`config.mk`:
```
export PLATFORM = sky130hd
export DESIGN_NAME = proc_ctrl_flat
export DESIGN_NICKNAME = d
export VERILOG_FILES = /design/src/rtl/proc_pkg.sv /design/src/rtl/proc_ctrl_if.sv /design/src/rtl/dec3to8.sv /design/src/rtl/proc_ctrl.sv /design/src/flat_wrapper.sv
export SDC_FILE = /design/constraint.sdc
export NUM_CORES = 1
export LEC_CHECK = 0
export BUFFER_PORTS_ARGS = -buffer_cell sky130_fd_sc_hd__buf_2
export CAP_MARGIN = 20
export CORE_MARGIN = 3
export CORE_UTILIZATION = 34
export DETAILED_ROUTE_END_ITERATION = 10
export HOLD_SLACK_MARGIN = 0.1
export PLACE_DENSITY_LB_ADDON = 0.3
export SLEW_MARGIN = 20
export SYNTH_ARGS = -nofsm -noshare
export SYNTH_HDL_FRONTEND = slang
export SYNTH_SLANG_ARGS = --single-unit
```
`constraint.sdc`:
```
create_clock -name clk -period 2.3 [get_ports clk]
set_input_delay 0.23 -clock clk [delete_from_list [all_inputs] [get_ports clk]]
set_output_delay 0.23 -clock clk [all_outputs]
set_load 0.02 [all_outputs]
```
`src/rtl/proc_pkg.sv`:
```
// rtl/proc_pkg.sv - shared opcode, bus-select and FSM state definitions for the processor control path
package proc_pkg;

    localparam logic [2:0] OP_MV  = 3'b000;
    localparam logic [2:0] OP_MVT = 3'b001;
    localparam logic [2:0] OP_ADD = 3'b010;
    localparam logic [2:0] OP_SUB = 3'b011;

    // Bus select codes above the register file range 0-7
    localparam logic [3:0] SEL_IMM = 4'd8;
    localparam logic [3:0] SEL_G   = 4'd9;

    typedef enum logic [1:0] {
        T0 = 2'd0,
        T1 = 2'd1,
        T2 = 2'd2,
        T3 = 2'd3
    } state_t;

endpackage

```
`src/rtl/proc_ctrl_if.sv`:
```
// rtl/proc_ctrl_if.sv - bus-select / load-enable bundle between proc_ctrl (master) and the datapath (slave)
// Signals: ir (immediate word), sel (bus select), r_in (R0-R7 loads), a_in, g_in,
// addsub, done, and illegal when PROC_CTRL_ILLEGAL_TRAP_EN is defined.
interface proc_ctrl_if #(
    parameter int IR_W = 16
);
    logic [IR_W-1:0] ir;
    logic [3:0]      sel;
    logic [7:0]      r_in;
    logic            a_in;
    logic            g_in;
    logic            addsub;
    logic            done;
`ifdef PROC_CTRL_ILLEGAL_TRAP_EN
    logic            illegal;
`endif

`ifdef PROC_CTRL_ILLEGAL_TRAP_EN
    modport master (output ir, sel, r_in, a_in, g_in, addsub, done, illegal);
    modport slave  (input  ir, sel, r_in, a_in, g_in, addsub, done, illegal);
`else
    modport master (output ir, sel, r_in, a_in, g_in, addsub, done);
    modport slave  (input  ir, sel, r_in, a_in, g_in, addsub, done);
`endif

endinterface

```
`src/rtl/dec3to8.sv`:
```
// rtl/dec3to8.sv - gated 3-to-8 one-hot decoder for register load enables
// Ports: en (gate), sel (register index), y (one-hot output, all zero when en=0)
module dec3to8 (
    input  logic       en,
    input  logic [2:0] sel,
    output logic [7:0] y
);

    always_comb begin
        y = '0;
        if (en) begin
            y[sel] = 1'b1;
        end
    end

endmodule

```
`src/rtl/proc_ctrl.sv`:
```
// rtl/proc_ctrl.sv - instruction register and T0-T3 sequencer driving bus select and load enables
// Ports: clk, resetn (async active-low), run (start, sampled in T0), din (instruction word),
// bus (proc_ctrl_if master: ir, sel, r_in, a_in, g_in, addsub, done[, illegal]).
// Optional feature macro: PROC_CTRL_ILLEGAL_TRAP_EN - opcode 1xx pulses illegal instead of done.
module proc_ctrl
    import proc_pkg::*;
#(
    parameter int IR_W = 16
) (
    input  logic            clk,
    input  logic            resetn,
    input  logic            run,
    input  logic [IR_W-1:0] din,
    proc_ctrl_if.master     bus
);

    state_t          state;
    state_t          state_nxt;
    logic [IR_W-1:0] ir_q;

    logic [2:0] opcode;
    logic       imm;
    logic [2:0] rx;
    logic [2:0] ry;
    logic [3:0] op2_sel;
    logic       rx_load;
    logic       unused_ir_bits;

    assign opcode  = ir_q[15:13];
    assign imm     = ir_q[12];
    assign rx      = ir_q[11:9];
    assign ry      = ir_q[2:0];
    assign op2_sel = imm ? SEL_IMM : {1'b0, ry};

    // Immediate payload bits are consumed by the mux through ir, not here
    assign unused_ir_bits = ^ir_q[8:3];

    always_ff @(posedge clk or negedge resetn) begin
        if (!resetn) begin
            state <= T0;
            ir_q  <= '0;
        end else begin
            state <= state_nxt;
            if (state == T0 && run) begin
                ir_q <= din;
            end
        end
    end

    // Outputs decode from state and ir only, so an async reset clears them at once
    always_comb begin
        state_nxt  = state;
        bus.sel    = 4'd0;
        bus.a_in   = 1'b0;
        bus.g_in   = 1'b0;
        bus.addsub = 1'b0;
        bus.done   = 1'b0;
        rx_load    = 1'b0;
`ifdef PROC_CTRL_ILLEGAL_TRAP_EN
        bus.illegal = 1'b0;
`endif
        case (state)
            T0: begin
                if (run) begin
                    state_nxt = T1;
                end
            end
            T1: begin
                case (opcode)
                    OP_MV: begin
                        bus.sel   = op2_sel;
                        rx_load   = 1'b1;
                        bus.done  = 1'b1;
                        state_nxt = T0;
                    end
                    OP_MVT: begin
                        // The mux does the shift; only the immediate path is selected here
                        bus.sel   = SEL_IMM;
                        rx_load   = 1'b1;
                        bus.done  = 1'b1;
                        state_nxt = T0;
                    end
                    OP_ADD, OP_SUB: begin
                        bus.sel   = {1'b0, rx};
                        bus.a_in  = 1'b1;
                        state_nxt = T2;
                    end
                    default: begin
`ifdef PROC_CTRL_ILLEGAL_TRAP_EN
                        bus.illegal = 1'b1;
`else
                        bus.done    = 1'b1;
`endif
                        state_nxt = T0;
                    end
                endcase
            end
            T2: begin
                bus.sel    = op2_sel;
                bus.addsub = opcode[0];
                bus.g_in   = 1'b1;
                state_nxt  = T3;
            end
            T3: begin
                bus.sel   = SEL_G;
                rx_load   = 1'b1;
                bus.done  = 1'b1;
                state_nxt = T0;
            end
            default: begin
                state_nxt = T0;
            end
        endcase
    end

    assign bus.ir = ir_q;

    dec3to8 u_dec3to8 (
        .en  (rx_load),
        .sel (rx),
        .y   (bus.r_in)
    );

endmodule

```
`src/flat_wrapper.sv`:
```
// flat-port wrapper written by rule: the top's interface ports become plain ports
module proc_ctrl_flat import proc_pkg::*;
#(
    parameter int IR_W = 16
)
  (clk, resetn, run, din, bus_ir, bus_sel, bus_r_in, bus_a_in, bus_g_in, bus_addsub, bus_done);
  proc_ctrl_if #(.IR_W(IR_W)) bus_i ();
  input  logic clk;
  input  logic resetn;
  input  logic run;
  input  logic [IR_W-1:0] din;
  output wire logic [$bits(bus_i.ir)-1:0] bus_ir;
  output wire logic [$bits(bus_i.sel)-1:0] bus_sel;
  output wire logic [$bits(bus_i.r_in)-1:0] bus_r_in;
  output wire logic [$bits(bus_i.a_in)-1:0] bus_a_in;
  output wire logic [$bits(bus_i.g_in)-1:0] bus_g_in;
  output wire logic [$bits(bus_i.addsub)-1:0] bus_addsub;
  output wire logic [$bits(bus_i.done)-1:0] bus_done;
  assign bus_ir = bus_i.ir;
  assign bus_sel = bus_i.sel;
  assign bus_r_in = bus_i.r_in;
  assign bus_a_in = bus_i.a_in;
  assign bus_g_in = bus_i.g_in;
  assign bus_addsub = bus_i.addsub;
  assign bus_done = bus_i.done;
  proc_ctrl #(.IR_W(IR_W)) u_core (.clk(clk), .resetn(resetn), .run(run), .din(din), .bus(bus_i));
endmodule
```
# Yosys cells after proc, flatten, opt, wreduce, memory -nomap -nowiden
# Cells that the tools add are included.
[word_totals]
elab_cells = 34
output_inout_bits = 32
reg_bits = 18
[op_classes]
n_reduce_logical = 6
n_lt_le_gt_ge = 2
mux = 17
eq_ne = 7
[ops]
columns = ["op", "count"]
rows = [
  ["4-bit one-hot mux with 3 select lines", 2],
  ["8-bit 2-to-1 mux", 1],
  ["2-bit one-hot mux with 4 select lines", 1],
  ["1-bit 2-to-1 mux", 7],
  ["3-bit by 2-bit == test with 1-bit output, second input constant", 2],
  ["2-bit == test, second input constant", 2],
  ["3-bit by 4-bit < comparator with 1-bit output, second input constant", 1],
  ["2-bit 2-to-1 mux", 2],
  ["4-bit 2-to-1 mux", 1],
  ["1-bit one-hot mux with 2 select lines", 2],
  ["2-bit OR reduction", 2],
  ["1-bit demux with 3-bit select", 1],
  ["3-bit by 1-bit == test with 1-bit output, second input constant", 1],
  ["3-bit by 1-bit greater-or-equal comparator with 1-bit output, second input constant", 1],
  ["3-bit zero test", 1],
  ["2-bit by 1-bit == test with 1-bit output, second input constant", 1],
  ["1-bit logical AND", 2],
  ["2-bit zero test", 1],
  ["2-bit inequality test, second input constant", 1],
]

# Longest topological paths before layout
[logic_depth]
ltp_word = 5
ltp_mapped = 5
ltp_nobuf = 3

# Cells and area by module
# A second synthesis with hierarchy kept.
[unflattened]
cells_unflattened = 73
area_unflattened_um2 = 974.7
[modules_own_cells]
columns = ["mod", "n_inst", "area_each_um2", "cells_per_inst"]
rows = [
  ["proc_ctrl", 1, 879.6, 65],
  ["dec3to8", 1, 95.1, 8],
]

# Least setup slack after synthesis
# Ideal clock, no wire load.
[synth_timing]
path_kind = "register -> output"
start = "register u_core.state[0]"
end = "output port bus_sel[2]"
slack_ps = 516
n_path_buf = 1
required_ps = 2070
path_stages_with_launch = 5
arrival_time_ps = 1554
cell_sequence = "dfrtp_1 > buf_2 > nor2b_1 > a31oi_1 > o21ai_0"
[synth_via]
elab_chain_cells = 2
word_cells_on_any_way = 4
cone_classes = "eq/ne (3); mux (1)"
[synth_lines]
columns = ["element", "line_no", "rtl"]
rows = [
  ["from (decl)", "proc_ctrl.sv:17", "state_t state;"],
  ["from (signal assigned)", "proc_ctrl.sv:43", "state <= state_nxt;"],
  ["2-bit == test or 2-bit by 1-bit == test with 1-bit output (tied branches)", "proc_ctrl.sv:62", "case (state)"],
  ["4-bit one-hot mux with 3 select lines (*)", "proc_ctrl.sv:62", ""],
  ["to (decl)", "flat_wrapper.sv:13", "output wire logic [$bits(bus_i.sel)-1:0] bus_sel;"],
]
# Mark *: on every way between the ends. The rest lies on a longest branch, timed or not.

==> results.md <==
CTS:
- The clock drives 18 sinks.
- No sink is reached through more buffers than the 2 on the longest clock path.
- After clock tree synthesis, the clock-pin slew on the worst setup and hold paths is 0.09 ns.
- The CTS buffer count is 3.
- The depth of the CTS H-tree is 1.
- The number of setup buffers added after CTS is 0.
- The cell sitting at the root of the clock tree is a sky130_fd_sc_hd__clkbuf_4.
- For the worst-skew pair, the clock arrives at the later sink with an insertion delay of between 0.2 and 0.3 ns.
- Once the clock tree was built, the resizer swapped 0 gates to a different size.
- TritonCTS built the clock tree.

Setup path:
- The setup check on the worst reg-to-reg path leaves a slack of about 0.86 ns.
- STA classifies the critical path startpoint as a flop.
- Along the worst path, the maximum fanout reaches 10.
- The endpoint of the lowest-slack register-to-register path is u_core.bus.ir[3]$_DFFE_PN0P_.
- The logic depth of the worst register-to-register path is 3.
- The startpoint identified for the worst register-to-register timing path is u_core.state[0]$_DFFE_PN0P_.
- The required time of the critical path is ~2.1 ns.
- At the worst endpoint, the arrival time is ~1.5 ns.
- The type of the worst setup path is reg2out.
- The sort of element at the end of the critical path is an output pin.

Synthesis:
- Synthesis produced a netlist whose cell count is 79.
- Counting flops with an async set or reset pin after synthesis yields a share of 1.000.
- In the post-synthesis netlist, the cell with the most instances is sky130_fd_sc_hd__dfrtp_1.
- The share of the Yosys chip area taken by registers is 0.4905.
- In the synthesized netlist, the cells that appear most often are sky130_fd_sc_hd__dfrtp_1 (18), sky130_fd_sc_hd__nor2_1 (11), sky130_fd_sc_hd__mux2_4 (8).
- The fraction of synthesized cell area taken by the top area cell type is 0.4905.
- During synthesis, Yosys emitted a total of 0 warnings.
- Yosys mapped the design onto 22 distinct sky130hd cell types.
- The average cell area after synthesis is 11.63 µm².
- The number of enable flip-flop cells after synthesis is 0.
- The leading register cell type out of synthesis is sky130_fd_sc_hd__dfrtp_1.
- Synthesis inferred 18 register bits.
- Sorting the synthesized cells by area gives the leading types as sky130_fd_sc_hd__dfrtp_1 (49%), sky130_fd_sc_hd__mux2_4 (13%), sky130_fd_sc_hd__mux2_2 (8.6%), sky130_fd_sc_hd__nor2_1 (4.5%), sky130_fd_sc_hd__nand2b_1 (3.4%).
- In this run the cell area of the synthesized design comes to ~920 µm².
- The cell taking the most area after synthesis is sky130_fd_sc_hd__dfrtp_1.
- The post-synthesis net count is slightly below 100.

Timing:
- In the finished design, the share of the clock period the worst path needs comes to 0.7679.
- The final count of hold timing violations was 0.
- Measured against its own limit, the worst slew margin works out to 0.7274.
- Setup repair after global routing left no endpoint under its margin.
- Static timing analysis puts the maximum clock frequency at 0.5662 GHz.
- In the final timing run, aggregate negative setup slack is 0 ns.
- For the pin with the worst max-slew slack, the measured transition is between 0.4 and 0.5 ns.
- On the final layout, the worst clock skew is approximately 0.0024 ns.
- The number of slew-limit violations in the final report is 0.
- Setup violations remaining at the end of the flow were counted as 0.
- The clock period could shrink to about 1.8 ns.

Drt:
- In this run the remaining antenna-violating nets after routing total 0.
- The first TritonRoute pass finished after 4 iterations.
- The final route contains 780 vias.
- After detailed routing, the average wire length per cell comes to 12.59 µm.
- After detailed routing, the number of remaining DRC violations is 0.
- The mean number of vias per cell is ~4.8.
- For this block, the initial DRC count from the detailed router was 33.
- The total routed wirelength is ~2000 µm.

Place:
- The weighted congestion at the end of routability-driven global placement is roughly 0.73.
- The number of cells after detailed placement is between 150 and 200.
- The count of buffers added on input and output ports is 50.
- The detailed placer's ending HPWL is 1617 µm.

Global route:
- The first global-routing pass estimated approximately 3300 µm of wire.
- The maximum number of pins on one net before global-route repair is 19.
- The number of global-route vias before repair is roughly 730.
- The number of antenna violations at the first check in global routing is 0.
- The overflow left after global routing is 0.
- The overall routing resource usage is 0.1269.

Layout:
- Summing all multi-input logic gate instances after layout gives 429.2 µm².
- Of the cells placed in the final design, the portion with a size suffix greater than 1 is 0.5530.
- The fill cell instance count of the final layout is approximately 260.
- The antenna diode instance count is 0.
- The area growth from synthesis to layout is 33.11%.
- Once layout is complete, the cells apart from fillers number between 150 and 200.
- The sequential cell area in the final layout is 450.4 µm².
- The final-stage net count is ~150.

Outcome:
- The flow ran to the end, and the final reports show no timing, DRC or antenna violations.

Power:
- After layout, the design draws a total of about 1.8 mW.
- Across the VDD grid, the largest voltage drop is between 0.0007 and 0.0008 V.
- The static leakage power is about 0.63 nW.
- The total power density per cell area is about 1500 nW/µm².

Flow run:
- The number of maximum-capacitance violations is 0.

Floorplan:
- The initialized floorplan defines 18 standard-cell rows.
- In this run the standard cell core region covers between 2000 and 3000 µm².
- The initial utilization of the core area, before any placement, comes to 0.3641.
- The die area is between 3000 and 4000 µm².
- During I/O placement, the number of pins put on the boundary was 51.
- The floorplan step set the die width to ~58 µm.
- Measured along the y axis, the die boundary spans 57.97 µm.

Hold path:
- The path with the worst hold slack has its endpoint at u_core.bus.ir[9]$_DFFE_PN0P_.
- The worst hold path was traced through 3 stages.
- The path class of the tightest hold or removal check is in2reg.
- The startpoint identified for the worst hold timing path is din[9].
metrics by stage:
stage	hold WS, ns	instance area, µm²	util	worst slack [ns]
after floorplan	-0.06559	918.4	-	0.5158
after global placement	0.1806	1190	0.4717	0.8841
after detailed placement	0.1873	1190	0.4717	0.8394
after CTS	0.1419	1222	0.4846	0.4996
after global routing	0.1506	1222	0.4846	0.3793
final	0.1590	1222	0.4846	0.5339
state kept, by name, indices dropped and copies added, names as in the netlist, named ones only:
| signal | count |
|---|---|
| u_core.bus.ir | 16 |
| u_core.state | 1 |
worst max-delay path by stage:
stage / end / depth (start not counted) / from / slack, ns
floorplan: bus_sel[2] / 4 / u_core.state[0]$_DFFE_PN0P_ / 0.52
global placement: bus_sel[2] / 4 / flop / 0.88
detailed placement: bus_sel[2] / 4 / flop / 0.84
CTS: bus_sel[2] / 4 / flop / 0.50
global route: bus_sel[1] / 4 / flop / 0.38
finish: bus_sel[2] / 4 / flop / 0.53
cells by family after synthesis:
| kind of cell | count (synthesis) | share of synthesized area |
|---|---|---|
| muxes | 15 | 0.2166 |
| buffers and inverters | 5 | 0.04223 |
| AOI/OAI and AO/OA | 13 | 0.08311 |
| and+or+nand+nor | 28 | 0.1676 |
| DFF | 18 | 0.4905 |
report_power, final:
part | total (mW) | switching [mW] | internal [mW]
sequential | 0.666 | 0.192 | 0.475
combinational | 0.975 | 0.533 | 0.442
clock | 0.148 | 0.0875 | 0.0608
total | 1.79 | 0.812 | 0.977
metal layers:
metal / global-route usage / wire length (µm) / part of all wire / vias up
met3: 0.04900 / 288 / 0.14 / 0
met5: 0 / 0 / 0 / -
met2: 0.1871 / 856 / 0.42 / 43
met4: 0.04967 / 0 / 0 / 0
met1: 0.1678 / 896 / 0.44 / 356
li1: - / - / - / 381
placed cells by master, fill, tap and decap left out, types with 2 or more instances in the layout:
cell,instances
sky130_fd_sc_hd__nor2_1,11
sky130_fd_sc_hd__a21oi_1,2
sky130_fd_sc_hd__buf_4,2
sky130_fd_sc_hd__clkbuf_4,3
sky130_fd_sc_hd__mux2_4,8
sky130_fd_sc_hd__nor3_1,2
sky130_fd_sc_hd__dfrtp_1,18
sky130_fd_sc_hd__nand2b_1,5
sky130_fd_sc_hd__buf_2,50
sky130_fd_sc_hd__nand2_1,4
sky130_fd_sc_hd__nor2b_1,2
sky130_fd_sc_hd__o211ai_1,2
sky130_fd_sc_hd__o21ai_0,6
sky130_fd_sc_hd__inv_1,2
sky130_fd_sc_hd__mux2_2,7
layout make-up:
class	instances	share of cell area
tap	30	0.03071
sequential	18	0.3685
inverter	2	0.006141
clock buffer	3	0.01842
timing repair buffer	53	0.2252
multi-input combinational	56	0.3511
timing repair:
item,in CTS,in global routing
hold buffers,1,0
endpoints found under the setup margin,0,0
hold endpoints to repair,18,0
critical path, cell delays in order (launching register included):
cell	delay (ns)
sky130_fd_sc_hd__dfrtp_1	0.54
sky130_fd_sc_hd__nor2b_1	0.28
sky130_fd_sc_hd__a31oi_1	0.08
sky130_fd_sc_hd__o21ai_0	0.17
sky130_fd_sc_hd__buf_2	0.18
Note: power is estimated with default switching activity, not from simulation.
